--- src/rtl/multi_accumulator_pkg.sv ---
// Shared types and defaults for the multi-channel accumulator.
package multi_accumulator_pkg;

  typedef enum logic {
    OP_ADD = 1'b0,
    OP_SUB = 1'b1
  } op_e;

  localparam int DEF_WIDTH    = 10;
  localparam int DEF_CHANNELS = 4;

endpackage

--- src/rtl/edge_fall_det.sv ---
// Falling-edge pulse for an active-low strobe.
// Armed only after the strobe is seen high, so a low level at reset release is ignored.
module edge_fall_det (
  input  logic clk_i,
  input  logic rst_ni,
  input  logic sig_i,
  output logic fall_o
);

  logic sig_q;
  logic arm_q;

  always_ff @(posedge clk_i or negedge rst_ni) begin
    if (!rst_ni) begin
      sig_q <= 1'b1;
      arm_q <= 1'b0;
    end else begin
      sig_q <= sig_i;
      if (sig_i) begin
        arm_q <= 1'b1;
      end
    end
  end

  assign fall_o = arm_q & sig_q & ~sig_i;

endmodule

--- src/rtl/multi_accumulator.sv ---
// Bank of independent add/sub accumulators with sticky overflow flags.
// Define MULTI_ACCUMULATOR_SAT_EN to clamp results instead of wrapping.
module multi_accumulator
  import multi_accumulator_pkg::*;
#(
  parameter int WIDTH    = DEF_WIDTH,
  parameter int CHANNELS = DEF_CHANNELS,
  localparam int SW      = $clog2(CHANNELS)
) (
  input  logic             clk_i,
  input  logic             rst_ni,
  input  logic             add_ni,
  input  logic             clr_ni,
  input  logic [SW-1:0]    sel_i,
  input  logic             op_i,
  input  logic [WIDTH-1:0] number_i,
  output logic [WIDTH-1:0] result_o,
  output logic             ovf_o,
  output logic             done_o
);

  logic [WIDTH-1:0]    acc_q [CHANNELS];
  logic [WIDTH-1:0]    acc_d [CHANNELS];
  logic [CHANNELS-1:0] ovf_q, ovf_d;
  logic [WIDTH-1:0]    result_q, result_d;
  logic                ovf_oq, ovf_od;
  logic                done_q, done_d;

  logic             fall;
  logic             sel_ok;
  logic [WIDTH-1:0] cur;
  logic [WIDTH:0]   sum_w, dif_w;
  logic [WIDTH-1:0] res;
  logic             flow;

  edge_fall_det u_edge (
    .clk_i  (clk_i),
    .rst_ni (rst_ni),
    .sig_i  (add_ni),
    .fall_o (fall)
  );

  assign sel_ok = (32'(sel_i) < CHANNELS);
  assign cur    = sel_ok ? acc_q[sel_i] : '0;
  assign sum_w  = {1'b0, cur} + {1'b0, number_i};
  assign dif_w  = {1'b0, cur} - {1'b0, number_i};

  always_comb begin
    res  = sum_w[WIDTH-1:0];
    flow = sum_w[WIDTH];
    unique case (op_e'(op_i))
      OP_ADD: begin
        res  = sum_w[WIDTH-1:0];
        flow = sum_w[WIDTH];
`ifdef MULTI_ACCUMULATOR_SAT_EN
        if (flow) res = '1;
`endif
      end
      OP_SUB: begin
        res  = dif_w[WIDTH-1:0];
        flow = dif_w[WIDTH];
`ifdef MULTI_ACCUMULATOR_SAT_EN
        if (flow) res = '0;
`endif
      end
      default: ;
    endcase
  end

  // Clear shares sel_i with the operation, so it always targets the same channel and wins.
  always_comb begin
    acc_d  = acc_q;
    ovf_d  = ovf_q;
    done_d = 1'b0;
    if (sel_ok) begin
      if (!clr_ni) begin
        acc_d[sel_i] = '0;
        ovf_d[sel_i] = 1'b0;
      end else if (fall) begin
        acc_d[sel_i] = res;
        ovf_d[sel_i] = ovf_q[sel_i] | flow;
        done_d       = 1'b1;
      end
    end
  end

  assign result_d = cur;
  assign ovf_od   = sel_ok ? ovf_q[sel_i] : 1'b0;

  always_ff @(posedge clk_i or negedge rst_ni) begin
    if (!rst_ni) begin
      for (int i = 0; i < CHANNELS; i++) begin
        acc_q[i] <= '0;
      end
      ovf_q    <= '0;
      result_q <= '0;
      ovf_oq   <= 1'b0;
      done_q   <= 1'b0;
    end else begin
      acc_q    <= acc_d;
      ovf_q    <= ovf_d;
      result_q <= result_d;
      ovf_oq   <= ovf_od;
      done_q   <= done_d;
    end
  end

  assign result_o = result_q;
  assign ovf_o    = ovf_oq;
  assign done_o   = done_q;

endmodule

--- config.mk ---
export PLATFORM = sky130hd
export DESIGN_NAME = multi_accumulator
export DESIGN_NICKNAME = d
export VERILOG_FILES = /design/src/rtl/multi_accumulator_pkg.sv /design/src/rtl/edge_fall_det.sv /design/src/rtl/multi_accumulator.sv
export SDC_FILE = /design/constraint.sdc
export NUM_CORES = 1
export LEC_CHECK = 0
export BUFFER_PORTS_ARGS = -buffer_cell sky130_fd_sc_hd__buf_2
export CAP_MARGIN = 20
export CELL_PAD_IN_SITES_DETAIL_PLACEMENT = 1
export CELL_PAD_IN_SITES_GLOBAL_PLACEMENT = 2
export CORE_MARGIN = 4
export CORE_UTILIZATION = 43
export DETAILED_ROUTE_END_ITERATION = 8
export PLACE_DENSITY_LB_ADDON = 0.1
export SYNTH_ARGS = -nofsm -noshare
export SYNTH_HDL_FRONTEND = slang
export SYNTH_HIERARCHICAL = 1
export SYNTH_SLANG_ARGS = --single-unit
export TNS_END_PERCENT = 10
--- constraint.sdc ---
create_clock -name clk_i -period 6.3 [get_ports clk_i]
set_input_delay 0.63 -clock clk_i [delete_from_list [all_inputs] [get_ports clk_i]]
set_output_delay 0.63 -clock clk_i [all_outputs]
set_load 0.01 [all_outputs]
======== Word level (Yosys, flattened, before mapping) ========
Index checks and enable logic that the tools add are counted.
cells by class
  $mul .................................... 0
  reductions and logical operators ........ 2
  bitwise gates (word level) .............. 10
  div/mod/pow operators ................... 0
  mux-type cells .......................... 19
  shift-type cells ........................ 0
  add/subtract/negate cells ............... 2
  $lt $le $gt $ge ......................... 4
  eq/ne operators ......................... 1
operators with widths
  operator                                                           number
  two-way mux 40 bit                                                 2
  bitwise AND 40 bit                                                 1
  bitwise mux 40 bit                                                 1
  inverter 40 bit                                                    1
  two-way mux 10 bit                                                 3
  binary-select mux 10 bit (select 2 bit)                            1
  demux 10 bit (select 2 bit)                                        1
  one-hot mux 10 bit (2 select lines)                                1
  adder 10 x 10 -> 11 bit                                            1
  subtractor 10 x 10 -> 11 bit                                       1
  two-way mux 4 bit                                                  2
  bitwise AND 4 bit                                                  1
  bitwise mux 4 bit                                                  1
  two-way mux 1 bit                                                  4
  inverter 4 bit                                                     1
  greater-or-equal comparator 3 bit, second input constant           1
  less-than comparator 2 x 3 -> 1 bit, second input constant         1
  less-than comparator 3 x 1 -> 1 bit, second input constant         1
  inverter 2 -> 3 bit                                                1
  bitwise AND 1 bit                                                  2
  binary-select mux 1 bit (select 2 bit)                             1
  demux 1 bit (select 2 bit)                                         1
  greater-or-equal comparator 2 x 1 -> 1 bit, second input constant  1
  logical AND 1 bit                                                  2
  other kinds (4)                                                    5
storage, ports and cells
  bits in registers ....................... 58
  memories kept ........................... 0
  latch bits .............................. 0
  memory bits (read-only) ................. 0
  bits of input ports ..................... 17
  RAM bits ................................ 0
  logic and storage cells ................. 48
  output and inout bits ................... 12

======== Longest topological paths before layout ========
  word-level depth ........................ 10
  depth in mapped cells ................... 12
  gate-level depth less buffers ........... 11

======== Cells and area by module ========
Netlist, hierarchy kept.
modules (own cells, without submodules)
  module             instances  area each (µm²)  sequential area each (µm²)  cells each
  multi_accumulator  1          3275.6           1401.3                      304
  edge_fall_det      1          67.6             51.3                        4

======== Least setup slack after synthesis ========
No wires, ideal clock.
  kind .................................... input -> register
  from .................................... input sel_i[0]
  to ...................................... register acc_q[8] (netlist bit)
  setup time .............................. 0.126 ns
  path buffers ............................ 3
  data required time ...................... 6.174 ns
  cell stages on the path ................. 11
  setup slack ............................. 3.006 ns
  data arrival time ....................... 3.167 ns
  cell sequence ........................... buf_2 > buf_2 > mux4_2 > ha_1 > buf_2 > nor2b_1 > o221ai_2 > a31oi_1 > mux2i_2 > nor2_1 > a221o_1
between the ends
  cells in the longest elaborated chain, start to end .. 9
  elaborated cells between the ends (all ways) .. 17
  those cells by class .................... add/sub (2); order compare (2); mux (9); bitwise (3); reduce/logical (1)
ends and longest elaborated chain
  what                                                                     RTL line                                          text
  start: declaration                                                       multi_accumulator.sv:14                           input logic [SW-1:0] sel_i,
  inverter 2 -> 3 bit (not written as such) *                              multi_accumulator.sv:44                           assign cur = sel_ok ? acc_q[sel_i] : '0;
  binary-select mux 10 bit (select 2 bit) *                                multi_accumulator.sv:44
  two-way mux 10 bit (not written as such) * (2 in a row)                  multi_accumulator.sv:44
  via cur[2]                                                               multi_accumulator.sv:31                           logic [WIDTH-1:0] cur;
  subtractor 10 x 10 -> 11 bit or adder 10 x 10 -> 11 bit (tied branches)  multi_accumulator.sv:46, multi_accumulator.sv:45
  one-hot mux 10 bit (2 select lines) *                                    multi_accumulator.sv:51                           unique case (op_e'(op_i))
  bitwise mux 40 bit *                                                     multi_accumulator.sv:80                           acc_d[sel_i] = res;
  two-way mux 40 bit *                                                     multi_accumulator.sv:79                           end else if (fall) begin
  two-way mux 40 bit *                                                     multi_accumulator.sv:76                           if (!clr_ni) begin
  end signal: indexed assignment                                           multi_accumulator.sv:93                           acc_q[i] <= '0;
  end signal: assignment                                                   multi_accumulator.sv:100                          acc_q <= acc_d;
  end: declaration                                                         multi_accumulator.sv:22                           logic [WIDTH-1:0] acc_q [CHANNELS];
The timed path passes the listed nets; every way through them passes the cells marked *. The select of a mux whose other input is x is not followed.
A chain may end at the register's enable or synchronous reset.

======== Worst setup path in the final report ========
Same ends and word-level chain as after synthesis.

==> results.toml <==
[logic_synthesis]
synth_top_cells_by_count = "57 x dfrtp_1, 31 x a22o_1, 24 x inv_1, 24 x nand2_1, 21 x ha_1"
synthDistinctLibCells = 56
ys_seq_area_share_pct = 43.5
ys_async_sr_fraction_pct = 100
synth_warnings = 6
syn_avg_cell_area_sq_um = 10.9
synth_edf_count = 0
synth_top_cell_by_area = "dfrtp_1"
ys.flop_type = "dfrtp_1"
syn_nets = 348
synth_top_area_share_pct = 42.7
synthesis.area_sq_mm = 0.00334
synth_cells = 308
yosys-top-cells-area = "dfrtp_1 43%, a22o_1 8.1%, ha_1 7.9%"
synth_seq_cells = 58
yosysMostFrequentCell = "dfrtp_1"

[setup_path]
start_kind = "input port"
required_ns = 6.53
crit_path_top_delay_cell = "mux4_2"
crit_path_end_kind = "register"
crit_family = "multiplexers"
timing.rr.start = "acc_q[0]"
rrSetupSlack_ns = 3.47
critPathMaxStageDelay_ns = 0.60
critPathMaxFanout = 16
crit_chain = "buf_2 > mux4_2 > ha_1 > fa_1 > nor2b_1 > o221ai_2 > a31oi_1 > mux2i_2 > nor2_1 > a221o_1"
crit_buf_inv = 1
r2r-end = "acc_q[8]"
crit_type = "in -> reg"
r2r_cells = 9
arrival_ns = 3.46

[pwr]
power.density_mw_per_mm2 = 289
ir_drop_v = 0.000140
p_leak_nw = 1.79

[timing]
final_max_slew_viol_count = 0
final-hold-violation-count = 0
slew_headroom_pct = 35.3
fmax_ghz = 0.309
tns_ns = 0
worst_slack_ns = 3.06
fin_crit_ns = 3.24
post-route-period-util_pct = 51.4
clock-skew-final_ns = 0.00671
setup_viol = 0
worstMarginPinSlew_ns = 0.963
rsz0062_at_grt = "no"

[floorplan]
die-width_um = 96.2
die_h_um = 96.2
coreArea_sq_mm = 0.00741
die_area_sq_mm = 0.00925
io_pins = 29
start_util_pct = 45.1
rows = 31

[clocking]
cts_num_sinks = 58
cts_tree = "yes"
clk_pin_slew_ns = 0.06
hold_buffers = 0
postCtsSetupBuffers = 0
max-clock-path-buffers = 2
htreeDepth = 3
root_buffer = "clkbuf_8"
numCtsBuffers = 9
clock_latency_ns = 0.35
cts-resized-gates = 0

[cells_and_area]
num_antenna_cells = 0
fin_area_sq_mm = 0.00372
post-route-util_pct = 50.3
fin_nets = 370
area_growth_pct = 11.4
drive_gt1_share_pct = 20.6

[drt]
finalWirelength_mm = 8.77
via_per_inst = 5.75
wl_per_cell_um = 20.2
drt_iter0_drc = 85
first_pass_iters = 4
drc = 0
detail-route-antenna-nets = 0
dr_total_vias = 2497

[min_path]
hp-class = "in -> reg"
min-delay-start = "add_ni"
holdPathEnd = "u_edge/sig_q"
whs_path_depth = 1

[place]
io_buffers = 28
pre_cts_ws_ns = 2.69
post_dp_cell_area_sq_mm = 0.00353
place_congestion = 0.825
post-dp-hpwl_mm = 6.36

[global_routing]
grt_pass1_wl_mm = 14.4
overflow = 0
grt_usage_pct = 21.4
grt_pass1_vias = 2747
grt_max_degree = 59
antenna_found_initial = 0

[flow_run]
maxCapViolCount = 0

[run_status]
status = "finished clean"
kinds of logic after synthesis:
kind of cell,share of synthesized area [%]
XOR/XNOR,2.06
multiplexers,8.12
buffers and inverters,5.31
adder cells (fa/ha/maj),9.06
AO/OA/AOI/OAI,21.3
flip-flops,43.5
AND/OR/NAND/NOR,10.7
metrics by stage:
step | instances | hold WS, ns | power [mW]
floorplan | 308 | 0.334 | 0.643
global placement | 418 | 0.438 | 0.722
detailed placement | 418 | 0.453 | 0.727
CTS | 434 | 0.388 | 1.08
global route | 434 | 0.384 | 1.14
finish | 434 | 0.395 | 1.08
state kept, by name, summed over array words and instances, names as in the netlist:
| register | flops |
|---|---|
| acc_q | 40 |
| result_o | 10 |
| ovf_q | 4 |
| done_o | 1 |
| ovf_o | 1 |
| u_edge/arm_q | 1 |
| u_edge/sig_q | 1 |
report_power, final:
part	switching (mW)	leakage, nW	internal [mW]	total (mW)
Sequential	0.0228	0.777	0.417	0.440
Clock	0.152	0.101	0.204	0.356
Combinational	0.168	0.912	0.114	0.282
Total	0.342	1.79	0.735	1.08
how the worst max path moves through the flow:
stage,startpoint,end,depth (start not counted)
5_1_grt,sel_i[0],acc_q[8],10
2_1_floorplan,sel_i[0],acc_q[8],11
3_5_place_dp,sel_i[0],acc_q[8],10
6_report,sel_i[0],acc_q[8],10
3_3_place_gp,sel_i[0],acc_q[8],10
4_1_cts,sel_i[0],acc_q[8],10
worst reg2reg max path, stage by stage, from the launching register on:
cell and delay [ns]:
dfrtp_1 0.38, mux4_2 0.51, ha_1 0.23, fa_1 0.38, nor2b_1 0.16, o221ai_2 0.22, a31oi_1 0.15, mux2i_2 0.32
nor2_1 0.09, a221o_1 0.27
layout make-up:
| class | instances | area [sq um] |
|---|---|---|
| sequential | 58 | 1450 |
| tap | 99 | 124 |
| fill | 829 | 3680 |
| multi-input combinational | 208 | 1710 |
| clock inverter | 2 | 35.0 |
| inverter | 24 | 90.1 |
| clock buffer | 14 | 163 |
| timing repair buffer | 29 | 148 |
metal layers:
layer / vias to the layer above / GRT usage [%] / share of wire (%)
met2: 40 / 35.2 / 48
met4: 0 / 6.87 / 1.6
li1: 1154 / - / -
met3: 12 / 3.99 / 2.6
met1: 1291 / 28.4 / 47
met5: - / 0 / 0
cell usage in the layout, fill, tap and decap left out, types with 2 or more instances in the layout:
cell type,count
dfrtp_1,57
a22o_1,31
buf_2,28
inv_1,24
nand2_1,24
ha_1,21
nor2_1,16
a21oi_1,16
mux4_2,11
clkbuf_8,11
nor2b_1,8
o21ai_0,7
o21ai_1,6
nand3_1,5
xnor2_1,5
a31oi_1,5
and2_1,4
a32o_1,4
nor3_1,3
clkbuf_1,3
or2_1,2
o21bai_1,2
nor2_2,2
nand3b_1,2
o211ai_2,2
o22ai_1,2
a211o_1,2
fa_1,2
Power figures use the tool's default switching activity.
